<file path="config.mk">
export PLATFORM = sky130hd
export DESIGN_NAME = load_store_unit_flat
export DESIGN_NICKNAME = d
export VERILOG_FILES = /design/src/rtl/load_store_unit_if.sv /design/src/rtl/load_store_unit.sv /design/src/flat_wrapper.sv
export SDC_FILE = /design/constraint.sdc
export NUM_CORES = 1
export LEC_CHECK = 0
export BUFFER_PORTS_ARGS = -buffer_cell sky130_fd_sc_hd__buf_2
export CORE_ASPECT_RATIO = 0.9
export CORE_MARGIN = 2
export CORE_UTILIZATION = 45
export CTS_BUF_LIST = sky130_fd_sc_hd__clkbuf_8
export DETAILED_ROUTE_END_ITERATION = 7
export PLACE_DENSITY = 0.73
export REMOVE_ABC_BUFFERS = 1
export SLEW_MARGIN = 20
export SYNTH_ARGS = -nofsm -noshare
export SYNTH_HDL_FRONTEND = slang
export SYNTH_SLANG_ARGS = --single-unit
</file>
<file path="constraint.sdc">
create_clock -name clk -period 3.9 [get_ports clk]
set_clock_uncertainty 0.2 [all_clocks]
set_input_delay 0.78 -clock clk [delete_from_list [all_inputs] [get_ports clk]]
set_output_delay 0.78 -clock clk [all_outputs]
set_load 0.005 [all_outputs]
</file>
<file path="src/rtl/load_store_unit_if.sv">
// Request, response and BRAM_MMIO signals between the memory stage, the
// load/store sequencer and the memory block.
interface load_store_unit_if;
  logic        reqValid;
  logic        reqReady;
  logic        reqStore;
  logic [2:0]  reqFunct3;
  logic [31:0] reqAddress;
  logic [31:0] reqWriteData;
  logic        respValid;
  logic        respFault;
  logic [31:0] loadData;
  logic [31:0] memAddress;
  logic [31:0] memWriteData;
  logic        memWrite;
  logic [3:0]  byteMask;
  logic [31:0] memReadData;

  modport slave (
    input  reqValid, reqStore, reqFunct3, reqAddress, reqWriteData, memReadData,
    output reqReady, respValid, respFault, loadData, memAddress, memWriteData,
           memWrite, byteMask
  );

  modport master (
    output reqValid, reqStore, reqFunct3, reqAddress, reqWriteData, memReadData,
    input  reqReady, respValid, respFault, loadData, memAddress, memWriteData,
           memWrite, byteMask
  );
endinterface

</file>
<file path="src/rtl/load_store_unit.sv">
// Load/store sequencer: takes one RV32I load or store at a time, rejects
// illegal, misaligned or out-of-range requests, drives BRAM_MMIO for one
// cycle and extends the returned lane for loads.
module load_store_unit #(
  parameter logic [31:0] ADDR_BASE = 32'h0000_0000,
  parameter logic [31:0] ADDR_TOP  = 32'h0000_01ff
) (
  input  logic              clk,
  input  logic              reset,
  load_store_unit_if.slave  bus
);

  typedef enum logic [1:0] {IDLE, ISSUE, CAPTURE, RESP} state_t;

  state_t      state_q, state_d;
  logic        store_q;
  logic [2:0]  funct3_q;
  logic [1:0]  offset_q;
  logic [31:0] wdata_q;
  logic        fault_q;
  logic [31:0] memAddress_q;
  logic [31:0] loadData_q, loadData_d;

  logic        acceptReq;
  logic        illegalFunct3, misaligned, belowBase, aboveTop, reqFault;
  logic [2:0]  accessBytes;
  logic [32:0] baseOffset, lastByte;

  assign acceptReq = (state_q == IDLE) && bus.reqValid && !reset;

  // Classify the incoming request; the 33-bit sums keep range checks free of wraparound.
  always_comb begin
    accessBytes = 3'd1;
    case (bus.reqFunct3[1:0])
      2'b01:   accessBytes = 3'd2;
      2'b10:   accessBytes = 3'd4;
      default: accessBytes = 3'd1;
    endcase
    if (bus.reqStore) begin
      illegalFunct3 = !((bus.reqFunct3 == 3'b000) || (bus.reqFunct3 == 3'b001) ||
                        (bus.reqFunct3 == 3'b010));
    end else begin
      illegalFunct3 = (bus.reqFunct3 == 3'b011) || (bus.reqFunct3 == 3'b110) ||
                      (bus.reqFunct3 == 3'b111);
    end
    misaligned = ((bus.reqFunct3[1:0] == 2'b01) && bus.reqAddress[0]) ||
                 ((bus.reqFunct3[1:0] == 2'b10) && (bus.reqAddress[1:0] != 2'b00));
    baseOffset = {1'b0, bus.reqAddress} - {1'b0, ADDR_BASE};
    belowBase  = baseOffset[32];
    lastByte   = {1'b0, bus.reqAddress} + {30'd0, accessBytes} - 33'd1;
    aboveTop   = lastByte > {1'b0, ADDR_TOP};
    reqFault   = illegalFunct3 || misaligned || belowBase || aboveTop;
  end

  // Pick the addressed lane out of the registered read data and extend it.
  always_comb begin
    loadData_d = bus.memReadData;
    case (funct3_q)
      3'b000:  loadData_d = {{24{bus.memReadData[8*offset_q+7]}}, bus.memReadData[8*offset_q +: 8]};
      3'b100:  loadData_d = {24'd0, bus.memReadData[8*offset_q +: 8]};
      3'b001:  loadData_d = offset_q[1] ? {{16{bus.memReadData[31]}}, bus.memReadData[31:16]}
                                        : {{16{bus.memReadData[15]}}, bus.memReadData[15:0]};
      3'b101:  loadData_d = offset_q[1] ? {16'd0, bus.memReadData[31:16]}
                                        : {16'd0, bus.memReadData[15:0]};
      default: loadData_d = bus.memReadData;
    endcase
  end

  // State register; reset always returns to IDLE and drops anything in flight.
  always_ff @(posedge clk) begin
    if (reset) state_q <= IDLE;
    else       state_q <= state_d;
  end

  // Next state plus all handshake and memory strobes; every strobe is masked while reset is high.
  always_comb begin
    state_d          = state_q;
    bus.reqReady     = 1'b0;
    bus.respValid    = 1'b0;
    bus.respFault    = 1'b0;
    bus.memWrite     = 1'b0;
    bus.byteMask     = 4'b0000;
    bus.memWriteData = 32'd0;
    case (state_q)
      IDLE: begin
        bus.reqReady = !reset;
        if (acceptReq) state_d = reqFault ? RESP : ISSUE;
      end
      ISSUE: begin
        state_d = store_q ? RESP : CAPTURE;
        if (store_q && !reset) begin
          bus.memWrite = 1'b1;
          case (funct3_q[1:0])
            2'b00: begin
              bus.byteMask     = 4'b0001 << offset_q;
              bus.memWriteData = {4{wdata_q[7:0]}};
            end
            2'b01: begin
              bus.byteMask     = offset_q[1] ? 4'b1100 : 4'b0011;
              bus.memWriteData = {2{wdata_q[15:0]}};
            end
            default: begin
              bus.byteMask     = 4'b1111;
              bus.memWriteData = wdata_q;
            end
          endcase
        end
      end
      CAPTURE: state_d = RESP;
      RESP: begin
        state_d       = IDLE;
        bus.respValid = !reset;
        bus.respFault = fault_q && !reset;
      end
      default: state_d = IDLE;
    endcase
  end

  // Latch the request on acceptance and capture the extended load result.
  always_ff @(posedge clk) begin
    if (reset) begin
      store_q      <= 1'b0;
      funct3_q     <= 3'd0;
      offset_q     <= 2'd0;
      wdata_q      <= 32'd0;
      fault_q      <= 1'b0;
      memAddress_q <= 32'd0;
      loadData_q   <= 32'd0;
    end else begin
      if (acceptReq) begin
        store_q  <= bus.reqStore;
        funct3_q <= bus.reqFunct3;
        offset_q <= bus.reqAddress[1:0];
        wdata_q  <= bus.reqWriteData;
        fault_q  <= reqFault;
        if (!reqFault) memAddress_q <= {bus.reqAddress[31:2], 2'b00};
      end
      if (state_q == CAPTURE) loadData_q <= loadData_d;
    end
  end

  assign bus.loadData   = loadData_q;
  assign bus.memAddress = memAddress_q;

endmodule

</file>
<file path="src/flat_wrapper.sv">
// flat-port wrapper written by rule: the top's interface ports become plain ports
module load_store_unit_flat 
#(
  parameter logic [31:0] ADDR_BASE = 32'h0000_0000,
  parameter logic [31:0] ADDR_TOP  = 32'h0000_01ff
)
  (clk, reset, bus_reqValid, bus_reqStore, bus_reqFunct3, bus_reqAddress, bus_reqWriteData, bus_memReadData, bus_reqReady, bus_respValid, bus_respFault, bus_loadData, bus_memAddress, bus_memWriteData, bus_memWrite, bus_byteMask);
  load_store_unit_if bus_i ();
  input  logic clk;
  input  logic reset;
  input wire logic [$bits(bus_i.reqValid)-1:0] bus_reqValid;
  input wire logic [$bits(bus_i.reqStore)-1:0] bus_reqStore;
  input wire logic [$bits(bus_i.reqFunct3)-1:0] bus_reqFunct3;
  input wire logic [$bits(bus_i.reqAddress)-1:0] bus_reqAddress;
  input wire logic [$bits(bus_i.reqWriteData)-1:0] bus_reqWriteData;
  input wire logic [$bits(bus_i.memReadData)-1:0] bus_memReadData;
  output wire logic [$bits(bus_i.reqReady)-1:0] bus_reqReady;
  output wire logic [$bits(bus_i.respValid)-1:0] bus_respValid;
  output wire logic [$bits(bus_i.respFault)-1:0] bus_respFault;
  output wire logic [$bits(bus_i.loadData)-1:0] bus_loadData;
  output wire logic [$bits(bus_i.memAddress)-1:0] bus_memAddress;
  output wire logic [$bits(bus_i.memWriteData)-1:0] bus_memWriteData;
  output wire logic [$bits(bus_i.memWrite)-1:0] bus_memWrite;
  output wire logic [$bits(bus_i.byteMask)-1:0] bus_byteMask;
  assign bus_i.reqValid = bus_reqValid;
  assign bus_i.reqStore = bus_reqStore;
  assign bus_i.reqFunct3 = bus_reqFunct3;
  assign bus_i.reqAddress = bus_reqAddress;
  assign bus_i.reqWriteData = bus_reqWriteData;
  assign bus_i.memReadData = bus_memReadData;
  assign bus_reqReady = bus_i.reqReady;
  assign bus_respValid = bus_i.respValid;
  assign bus_respFault = bus_i.respFault;
  assign bus_loadData = bus_i.loadData;
  assign bus_memAddress = bus_i.memAddress;
  assign bus_memWriteData = bus_i.memWriteData;
  assign bus_memWrite = bus_i.memWrite;
  assign bus_byteMask = bus_i.byteMask;
  load_store_unit #(.ADDR_BASE(ADDR_BASE), .ADDR_TOP(ADDR_TOP)) u_core (.clk(clk), .reset(reset), .bus(bus_i));
endmodule
</file>
==> results.json <==
{
  "syn_to_final_growth_pct": 33.8,
  "syn_inst": 1004,
  "grt_pass1_vias": 7229,
  "async_reset_ff_share_pct": 0,
  "routed.top_layer": "met4",
  "status": "complete, but fails checks",
  "max_freq_ghz": 0.244,
  "core_um2": 15500,
  "routedWlPerCell_um": 16.2,
  "syn_avg_cell_area_um2": 7.20,
  "synth.area.top_cells": "dfxtp_1 29%, ha_1 7.6%, a21oi_1 7.1%",
  "violations": "design-rule violations, negative setup slack",
  "grtUsageTotal_pct": 27.0,
  "die_area_um2": 17100,
  "maxSlewViolCount": 0,
  "wl_met3_mm": 1.70,
  "diodes": 0,
  "fin_area_um2": 9670,
  "cts_made_buffers": 9,
  "rows": 43,
  "routed_wl_mm": 23.7,
  "place_congestion": 1.00,
  "final_cells": 1462,
  "dp_hpwl_mm": 17.2,
  "hold_ws_ns": 0.260,
  "area.sequential_um2": 2060,
  "seqPwrFrac_pct": 38.0,
  "worst_slew_pin_slew_ns": 0.923,
  "peakVddDrop_uv": 249,
  "clk_pin_slew_ns": 0.11,
  "critPathRequiredTime_ns": 3.96,
  "placed_cell_area_um2": 8950,
  "synth-seq-cells": 103,
  "synth_cell_types": 66,
  "dp_slack_ns": -0.847,
  "dr.pass1.iters": 8,
  "die_width_um": 138,
  "cap_violations": 0,
  "power.leakage_uw": 0.00426,
  "die_y_um": 124,
  "ys_warn_count": 0,
  "pin_count": 207,
  "critPathArrivalTime_ns": 4.15,
  "synth.most_common_cell": "dfxtp_1",
  "switchingPower_uw": 1430,
  "cts.sinks": 103,
  "min_period_over_period_pct": 105,
  "ctsLongestPathBuffers": 2,
  "pwr-share-comb_pct": 41.0,
  "yosys.area.top_type": "dfxtp_1",
  "htreeDepth": 3,
  "multi_input_area_um2": 4940,
  "crit_fanout": 7,
  "setup_violations": 32,
  "via_per_inst": 5.57,
  "crit_path_start_kind": "input pin",
  "rsz0062_at_grt": "true",
  "ys.flop_type": "dfxtp_1",
  "crit_path_end_kind": "flip-flop",
  "antenna_found_initial": 0,
  "start_util_pct": 46.5,
  "period_minus_slack_ns": 4.09,
  "ys_seq_area_share_pct": 28.5,
  "antenna_left": 0,
  "crit_type": "in2reg",
  "intPower_uw": 2190,
  "synth_top_area_share_pct": 28.5,
  "finalHoldViolCount": 0,
  "hold_class": "reg2reg",
  "drcViolationCount": 1,
  "netSwitchingFraction_pct": 39.5,
  "dr_wl_met2_mm": 10.5,
  "tritoncts": "built",
  "nFillCells": 1424,
  "via_count": 8140,
  "wirelength_met1_mm": 11.2,
  "grt_max_degree": 95,
  "relSlewSlack_pct": 38.5,
  "clockPowerShare_pct": 21.0,
  "grt_pass1_wl_mm": 37.0,
  "drt_iter0_markers": 741,
  "layout.nets": 1403,
  "dp.cells": 1434,
  "final_layout_size_suffix_gt1_share_pct": 31.8,
  "clock-root-buffer": "clkbuf_8",
  "synth.cell_area_um2": 7230,
  "synthTopCellsByCount": "103 x dfxtp_1, 102 x a21oi_1, 99 x nand2_1",
  "power_density_nw_per_um2": 374,
  "globalRouteOverflowTotal": 0,
  "setup_slack_ns": -0.191,
  "portBuffers": 204,
  "clock_latency_ns": 0.41,
  "synth_edf_count": 0
}
==> area by class of cell <==
cell class                      count  share of cell area [%]
Clock buffer                        9                    1.28
Clock inverter                      7                   0.918
Inverter                           62                    2.64
Multi-Input combinational cell    767                    51.1
Sequential cell                   103                    21.3
Tap cell                          202                    2.61
Timing Repair Buffer              312                    20.1
==> stage by stage <==
stage,setup TNS (ns),utilization (%),total power [uW]
detailed placement,-25.67,57.6,2800
finish,-3.48,62.2,3620
global placement,-23.42,57.6,2780
floorplan,-55.96,-,2220
global route,-6.80,62.2,3860
CTS,-2.80,61.7,3600
==> timing repair <==
item                                    in CTS  in global routing
hold buffers                                 0                  0
hold endpoints to repair                     0                  0
endpoints found under the setup margin      32                 32
buffers inserted                             8                  2
gates cloned                                 2                  0
gates resized for setup                     91                 16
pin swaps                                   58                 20
==> cells in the final DEF (no fill, tap or decap), types with 4 or more instances in the layout <==
| cell type | netlist | final |
|---|---|---|
| a211oi_1 | 18 | 15 |
| a21o_1 | 4 | 4 |
| a21oi_1 | 102 | 99 |
| a21oi_2 | 3 | 6 |
| a221oi_1 | 9 | 9 |
| a22oi_1 | 9 | 8 |
| and2_1 | 15 | 13 |
| and3_1 | 5 | 4 |
| buf_12 | 0 | 4 |
| buf_2 | 10 | 202 |
| buf_4 | 3 | 101 |
| clkbuf_8 | 0 | 9 |
| dfxtp_1 | 103 | 102 |
| ha_1 | 44 | 36 |
| ha_4 | 0 | 8 |
| inv_1 | 61 | 54 |
| inv_2 | 1 | 5 |
| mux2i_1 | 29 | 29 |
| nand2_1 | 99 | 99 |
| nand2b_1 | 38 | 38 |
| nand3_1 | 38 | 38 |
| nand3b_1 | 6 | 6 |
| nand4_1 | 18 | 18 |
| nor2_1 | 88 | 88 |
| nor2b_1 | 6 | 5 |
| nor3_1 | 33 | 33 |
| o211ai_1 | 11 | 11 |
| o21a_1 | 10 | 10 |
| o21ai_0 | 91 | 72 |
| o21ai_1 | 23 | 18 |
| o21ai_2 | 0 | 24 |
| o221ai_1 | 4 | 4 |
==> layer usage <==
metal | track usage [%] | vias to the layer above
met5 | 0 | -
met3 | 5.26 | 23
met2 | 41.2 | 311
li1 | - | 4075
met4 | 6.61 | 0
met1 | 38.9 | 3731
==> critical path, stage by stage <==
cell	delay (ns)
buf_8	0.11
inv_8	0.06
ha_4	0.12
inv_2	0.04
ha_4	0.26
inv_4	0.03
ha_4	0.15
inv_2	0.04
fa_2	0.21
nor2b_4	0.05
o31ai_4	0.30
a21oi_2	0.16
a211o_1	0.32
a41oi_1	0.19
nand4_1	0.16
or4_4	0.58
buf_4	0.16
buf_6	0.12
buf_16	0.14
o21ai_2	0.10
a21oi_1	0.07
==> registers in the layout (all words and copies together) (netlist names) <==
name,count
u_core.bus.loadData,32
u_core.wdata_q,32
u_core.bus.memAddress,30
u_core.funct3_q,3
u_core.offset_q,2
u_core.state_q,2
u_core.fault_q,1
u_core.store_q,1
==> power by group through the flow <==
stage	registers [uW]	logic [uW]	clock network, uW
2_1_floorplan	1410	810	0
3_3_place_gp	1390	1390	0
3_5_place_dp	1400	1400	0
4_1_cts	1380	1450	772
5_1_grt	1410	1650	810
6_report	1380	1480	759
==> final timing paths <==
kind | start | end | slack (ns) | depth (start not counted)
worst min register to register | u_core.bus.memAddress[29]$_SDFFE_PP0P_ | u_core.bus.memAddress[29]$_SDFFE_PP0P_ | 0.26 | 2
worst max-delay path | bus_reqFunct3[1] | u_core.bus.memAddress[21]$_SDFFE_PP0P_ | -0.19 | 21
worst min-delay path | u_core.bus.memAddress[29]$_SDFFE_PP0P_ | u_core.bus.memAddress[29]$_SDFFE_PP0P_ | 0.26 | 2
worst max register to register | u_core.offset_q[1]$_SDFFE_PP0P_ | u_core.bus.loadData[18]$_SDFFE_PP0N_ | 1.22 | 8
==> cell families after synthesis <==
group / Yosys count / synth area share, %
compound gates: 324 / 27.3
xor+xnor: 5 / 0.606
fa+ha+maj: 45 / 7.89
buf+inv: 135 / 7.44
flops: 103 / 28.5
mux: 31 / 4.33
other cells: 1 / 0.0519
simple gates: 360 / 23.8
Note: power is estimated with default switching activity, not from simulation.
